`src/rtl/wb_arbiter_2m.sv`:
```
// Two-master Wishbone arbiter: merges the instruction-fetch master (m0)
// and the MEM-stage data master (m1) onto one slave port. Ownership is
// round-robin on ties and locked for the whole cycle (held until the owner
// drops cyc). Data and ack paths between owner and slave are combinational.
module wb_arbiter_2m #(
  parameter int ADDR_WIDTH = 32,
  parameter int DATA_WIDTH = 32
) (
  input  logic                    clk,
  input  logic                    reset,

  input  logic                    m0_wb_cyc_i,
  input  logic                    m0_wb_stb_i,
  input  logic                    m0_wb_we_i,
  input  logic [ADDR_WIDTH-1:0]   m0_wb_adr_i,
  input  logic [DATA_WIDTH-1:0]   m0_wb_dat_i,
  input  logic [DATA_WIDTH/8-1:0] m0_wb_sel_i,
  output logic                    m0_wb_ack_o,
  output logic [DATA_WIDTH-1:0]   m0_wb_dat_o,

  input  logic                    m1_wb_cyc_i,
  input  logic                    m1_wb_stb_i,
  input  logic                    m1_wb_we_i,
  input  logic [ADDR_WIDTH-1:0]   m1_wb_adr_i,
  input  logic [DATA_WIDTH-1:0]   m1_wb_dat_i,
  input  logic [DATA_WIDTH/8-1:0] m1_wb_sel_i,
  output logic                    m1_wb_ack_o,
  output logic [DATA_WIDTH-1:0]   m1_wb_dat_o,

  output logic                    s_wb_cyc_o,
  output logic                    s_wb_stb_o,
  output logic                    s_wb_we_o,
  output logic [ADDR_WIDTH-1:0]   s_wb_adr_o,
  output logic [DATA_WIDTH-1:0]   s_wb_dat_o,
  output logic [DATA_WIDTH/8-1:0] s_wb_sel_o,
  input  logic                    s_wb_ack_i,
  input  logic [DATA_WIDTH-1:0]   s_wb_dat_i,

  output logic [1:0]              grant_o
);

  // Encoding chosen so the state register itself is the one-hot grant
  // vector; grant_o then comes straight off flops and cannot glitch.
  typedef enum logic [1:0] {
    IDLE   = 2'b00,
    OWN_M0 = 2'b01,
    OWN_M1 = 2'b10
  } arb_state_e;

  arb_state_e state;
  arb_state_e next_state;
  logic       last;
  logic       next_last;

  // State register plus the "last granted master" bit, synchronous active-low reset
  always_ff @(posedge clk) begin
    if (!reset) begin
      state <= IDLE;
      last  <= 1'b0;
    end else begin
      state <= next_state;
      last  <= next_last;
    end
  end

  // Next-state logic: tie goes to the master that did not own the bus last;
  // an owner keeps the bus until its cyc drops, then the waiting master wins
  always_comb begin
    next_state = state;
    case (state)
      IDLE: begin
        if (m0_wb_cyc_i && m1_wb_cyc_i) begin
          next_state = last ? OWN_M0 : OWN_M1;
        end else if (m0_wb_cyc_i) begin
          next_state = OWN_M0;
        end else if (m1_wb_cyc_i) begin
          next_state = OWN_M1;
        end
      end
      OWN_M0: begin
        if (!m0_wb_cyc_i) begin
          next_state = m1_wb_cyc_i ? OWN_M1 : IDLE;
        end
      end
      OWN_M1: begin
        if (!m1_wb_cyc_i) begin
          next_state = m0_wb_cyc_i ? OWN_M0 : IDLE;
        end
      end
      default: next_state = IDLE;
    endcase

    next_last = last;
    if (next_state != state) begin
      if (next_state == OWN_M0) begin
        next_last = 1'b0;
      end else if (next_state == OWN_M1) begin
        next_last = 1'b1;
      end
    end
  end

  // Output mux: owner's request passes through to the slave, slave ack goes
  // only to the current owner so a late ack after abandonment is dropped
  always_comb begin
    s_wb_cyc_o  = 1'b0;
    s_wb_stb_o  = 1'b0;
    s_wb_we_o   = 1'b0;
    s_wb_adr_o  = '0;
    s_wb_dat_o  = '0;
    s_wb_sel_o  = '0;
    m0_wb_ack_o = 1'b0;
    m1_wb_ack_o = 1'b0;
    case (state)
      OWN_M0: begin
        s_wb_cyc_o  = m0_wb_cyc_i;
        s_wb_stb_o  = m0_wb_stb_i;
        s_wb_we_o   = m0_wb_we_i;
        s_wb_adr_o  = m0_wb_adr_i;
        s_wb_dat_o  = m0_wb_dat_i;
        s_wb_sel_o  = m0_wb_sel_i;
        m0_wb_ack_o = s_wb_ack_i;
      end
      OWN_M1: begin
        s_wb_cyc_o  = m1_wb_cyc_i;
        s_wb_stb_o  = m1_wb_stb_i;
        s_wb_we_o   = m1_wb_we_i;
        s_wb_adr_o  = m1_wb_adr_i;
        s_wb_dat_o  = m1_wb_dat_i;
        s_wb_sel_o  = m1_wb_sel_i;
        m1_wb_ack_o = s_wb_ack_i;
      end
      default: begin
      end
    endcase
  end

  assign m0_wb_dat_o = s_wb_dat_i;
  assign m1_wb_dat_o = s_wb_dat_i;
  assign grant_o     = state;

endmodule
```
`config.mk`:
```
export PLATFORM = sky130hd
export DESIGN_NAME = wb_arbiter_2m
export DESIGN_NICKNAME = d
export VERILOG_FILES = /design/src/rtl/wb_arbiter_2m.sv
export SDC_FILE = /design/constraint.sdc
export NUM_CORES = 1
export LEC_CHECK = 0
export BUFFER_PORTS_ARGS = -buffer_cell sky130_fd_sc_hd__buf_2
export CAP_MARGIN = 20
export CORE_AREA = 2 2 122 124
export DETAILED_ROUTE_END_ITERATION = 8
export DIE_AREA = 0 0 124 126
export PLACE_DENSITY = 0.41
export SYNTH_ARGS = -nofsm -noshare
export SYNTH_HDL_FRONTEND = slang
export SYNTH_SLANG_ARGS = --single-unit
```
`constraint.sdc`:
```
create_clock -name clk -period 2.32 [get_ports clk]
set_input_delay 0.58 -clock clk [delete_from_list [all_inputs] [get_ports clk]]
set_output_delay 0.58 -clock clk [all_outputs]
set_load 0.05 [all_outputs]
```
# Yosys cells after proc, flatten, opt, wreduce, memory -nomap -nowiden
# Index checks and enable logic that the tools add are counted.
[word_totals]
in_bits = 177
out_inout_bits = 139
ff_bits = 3
elab_cells = 30
[classes]
muxes = 19
eq_ne = 5
n_reduce_logical = 4
[ops]
columns = ["cell", "count"]
rows = [
  ["one-hot mux 32 bit (2 select lines)", 2],
  ["two-way mux 2 bit", 7],
  ["one-hot mux 4 bit (2 select lines)", 1],
  ["one-hot mux 1 bit (2 select lines)", 3],
  ["one-hot mux 2 bit (3 select lines)", 1],
  ["two-way mux 1 bit", 5],
  ["equality test 2 x 1 -> 1 bit (second input constant)", 2],
  ["equality test 2 bit (second input constant)", 2],
  ["logical NOT 2 bit", 1],
  ["inequality test 2 bit", 1],
  ["AND reduction 2 bit", 1],
  ["nonzero test 2 bit", 1],
  ["logical AND 1 bit", 1],
]

# Longest topological paths before layout
[logic_depth]
word_depth = 7
depth_mapped = 8
mapped_depth_nobuf = 8

# Worst setup path before layout
# OpenSTA, ideal clock, no wires.
[synth_timing]
path_kind = "reg2out"
from = "register state[0] (netlist: grant_o[0])"
to = "output s_wb_adr_o[10]"
setup_slack_ps = -624
required_ps = 1740
arrival_time_ps = 2364
path_buffers = 2
stages_incl_launch_ff = 6
path_cell_list = "dfxtp_1 -> ha_1 -> clkbuf_1 -> clkbuf_1 -> a22oi_1 -> nor2b_1"
[synth_via]
elab_chain_len = 2
word_cells_on_any_way = 3
cone_classes = "eq/ne (2); mux (1)"
[synth_rtl]
columns = ["element", "line", "rtl"]
rows = [
  ["from (decl)", "50", "arb_state_e state;"],
  ["from (signal assigned)", "61", "state <= next_state;"],
  ["equality test 2 bit or equality test 2 x 1 -> 1 bit (tied branches)", "114", "case (state)"],
  ["one-hot mux 32 bit (2 select lines) (*)", "114", ""],
  ["to (decl)", "33", "output logic [ADDR_WIDTH-1:0] s_wb_adr_o,"],
]
# Every way passes the cells marked *; elsewhere a longest branch is shown, timed or not.

# Worst setup path after layout
[layout_timing]
from = "register state[1] (netlist: grant_o[1])"
to = "output s_wb_dat_o[5]"
[layout_via]
elab_chain_len = 2
word_cells_on_any_way = 3
cone_classes = "eq/ne (2); mux (1)"
[layout_rtl]
columns = ["element", "line", "rtl"]
rows = [
  ["equality test 2 bit or equality test 2 x 1 -> 1 bit (tied branches)", "114", ""],
  ["one-hot mux 32 bit (2 select lines) (*)", "114", ""],
  ["to (decl)", "34", "output logic [DATA_WIDTH-1:0] s_wb_dat_o,"],
]
# Marked as above.

==> out/summary.txt <==
status: complete, no violations
synthesized area: 1900 um2
Synth Flop Type: dfxtp_1
layout cells sized above 1: 92.7%
layout overhead on the synthesized area: 142%
dpl hpwl: 7280 um
Seq cells post-synth: 3
final setup fails: 0
CORE AREA: 14300 um2
endpoints failing hold: 0
post-synthesis sequential area ratio: 3.16%
DRT Wirelength: 11600 um
htree depth: 1
xor/xnor share of the synthesized area: 1.32%
global-route wire length before repair: 13100 um
Antenna Nets Post-Route: 0
TritonCTS clock tree: done
P_leak: 1.82 nW
Top Ports: 316
P per Cell Area: 827 nW/um2
post-synthesis compound-gate area fraction: 32.6%
yosys warns: 0
Mean Syn Cell Area: 7.11 um2
Post-Synth Simple-Gate Area: 27.0%
worst vdd ir: 0.336 mV
syn_nets: 450
synth top area cells: a22oi_1 28%, buf_4 25%, nor2b_1 24%
Port Buf Inserts: 219
element type at the critical path start: flip-flop
Num CTS Buffers: 3
Clk Latency, worst-skew pair: 0.22 ns
Combinational Power Share: 90.2%
largest net degree at the start of global routing: 53
RePlAce Congestion: 0.775
Slew Limit Fails: 0
crit path max fanout: 9
gr ovfl total: 0
number of antenna violations at the first check in global routing: 2
clk sinks: 3
cells along the critical path: clkinvlp_4, ha_4, buf_12, buf_12, nor2b_4, buf_12
min-delay worst type: reg -> reg
most common cell after layout, fill and taps aside: buf_2
synth unique cells: 27
CP max stage cell: dfxtp_4
fmax: 436 MHz
Synth top area share: 28.1%
CP peak stage delay: 0.39 ns
width of the die: 124 um
Root Driver: clkbuf_16
clk slew on worst S/H paths: 0.03 ns
most frequent cells in the layout: 148 x buf_2, 66 x nor2b_4, 64 x a22oi_2
Die Span Y: 126 um
row count: 44
mux contribution to synthesized area: 0.527%
die area: 15600 um2
Sequential Power Share: 2.6%
Async S/R FF share, synth: 0%
Pre-antenna DRT Iters: 4
Clk pwr share: 7.2%
met2 GRT Util: 21.0%
maximum clock insertion buffer count: 2
most used cell, CP: buf_12
GRT Max-Usage Layer: met2
PnR Total Power: 0.00380 W
number of inserted filler cells in the final layout: 1447
grt met3 use: 4.12%
Post-synth EDFFs: 0
fin crit period: 2.30 ns
Pint: 0.00199 W
Clock Skew: 0.000850 ns
P_sw: 0.00180 W
critical path's top delay family: buffers and inverters
WL/cell: 19.0 um
Mapped Cells: 267
met1 Usage GRT: 11.1%
Tcrit/Tclk final: 99.0%
Slew @ Worst Pin: 0.280 ns
CP Buf/Inv Count: 4
Initial Util: 13.3%
signal arrival time at the worst endpoint: 1.72 ns
DRC: 0
unrepaired setup endpoints after global routing: yes
switching share of power: 47.5%
vias per cell: 4.30
crit end category: primary output
Post-Synth Adder-Cell Area: 3.96%
via count: 2628
setup tns final: 0 ns
vias in the first global route: 2503
NumNets Final: 609
GRT Overall Usage: 10.7%
cell accounting for the most synthesized area: a22oi_1
largest family of logic cells by synthesized area: compound AO/OA/AOI/OAI gates
Max-Cap Viols: 0
critical setup path kind: reg -> out
initial DRC count: 48
Rel. slew slack: 81.3%
Critical Path RT: 1.74 ns
-- worst reg2reg max path, cell delays in order (launching register included) --
cell,delay [ns]
dfxtp_4,0.37
clkinvlp_4,0.13
ha_4,0.22
buf_16,0.23
nor2b_1,0.17
o21ai_1,0.08
a31o_2,0.28
ha_1,0.31
a21oi_2,0.13
mux2i_1,0.18
-- sequential cells by signal (all words and copies together) (netlist names) --
register / flops
grant_o: 2
last: 1
-- per-layer routing --
layer,up-vias,share of wire (%)
met3,10,11
met1,1232,33
li1,1194,-
met4,0,0.86
met2,192,54
met5,-,0
-- worst paths after layout --
| kind | depth (start not counted) | slack [ns] | to | start |
|---|---|---|---|---|
| min reg2reg | 2 | 0.49 | last | last |
| max | 6 | 0.02 | s_wb_dat_o[5] | grant_o[1] |
| max reg2reg | 9 | 0.16 | last | grant_o[1] |
| min | 2 | 0.49 | last | last |
-- per-stage QoR --
| step | cell area [um2] | cells | hold slack [ns] | util (%) | worst slack (ns) |
|---|---|---|---|---|---|
| 2_1_floorplan | 2360 | 267 | 0.461 | - | -0.135 |
| 3_3_place_gp | 3380 | 588 | 0.489 | 23.6 | 0.169 |
| 3_5_place_dp | 3380 | 588 | 0.489 | 23.6 | 0.114 |
| 4_1_cts | 3720 | 595 | 0.495 | 26.0 | -0.0573 |
| 5_1_grt | 4590 | 609 | 0.538 | 32.1 | -0.0279 |
| 6_report | 4590 | 611 | 0.493 | 32.1 | 0.0242 |
-- power by group through the flow --
stage | combinational [W] | sequential [W] | clock [W]
6_report | 0.00343 | 0.0000972 | 0.000275
5_1_grt | 0.00360 | 0.000100 | 0.000283
4_1_cts | 0.00264 | 0.0000948 | 0.000278
3_5_place_dp | 0.00241 | 0.0000912 | 0
3_3_place_gp | 0.00239 | 0.0000889 | 0
2_1_floorplan | 0.00203 | 0.000113 | 0
-- cell families after synthesis --
family                     count (synthesis)
AOI/OAI and AO/OA                         80
and+or+nand+nor                           83
DFF                                        3
adders and majority gates                  6
muxes                                      1
buffers and inverters                     92
xor gates and xnor gates                   2
-- final cells by class --
class / count / area [um2] / share of cell area (%)
multi-input combinational: 172 / 2110 / 45.8
timing repair buffer: 242 / 2090 / 45.4
tap: 184 / 230 / 5.01
sequential: 3 / 67.6 / 1.47
inverter: 4 / 18.8 / 0.409
clock buffer: 4 / 78.8 / 1.72
antenna: 2 / 5.00 / 0.109
-- cells in the mapped netlist (2+ instances only) --
master	count
ha_1	6
clkbuf_1	14
dfxtp_1	3
and2_1	3
o21ai_1	2
a22oi_1	71
buf_1	5
nand2b_1	2
buf_4	64
nor2b_1	73
nor2_1	2
inv_1	4
buf_2	4
-- repair_timing --
item,CTS,global route
resized for setup,61,160
buffers inserted,1,2
endpoints found under the setup margin,71,72
cloned,2,12
pin swaps,1,9
hold buffers,0,0
No activity file was read; power rests on OpenSTA's default activity.
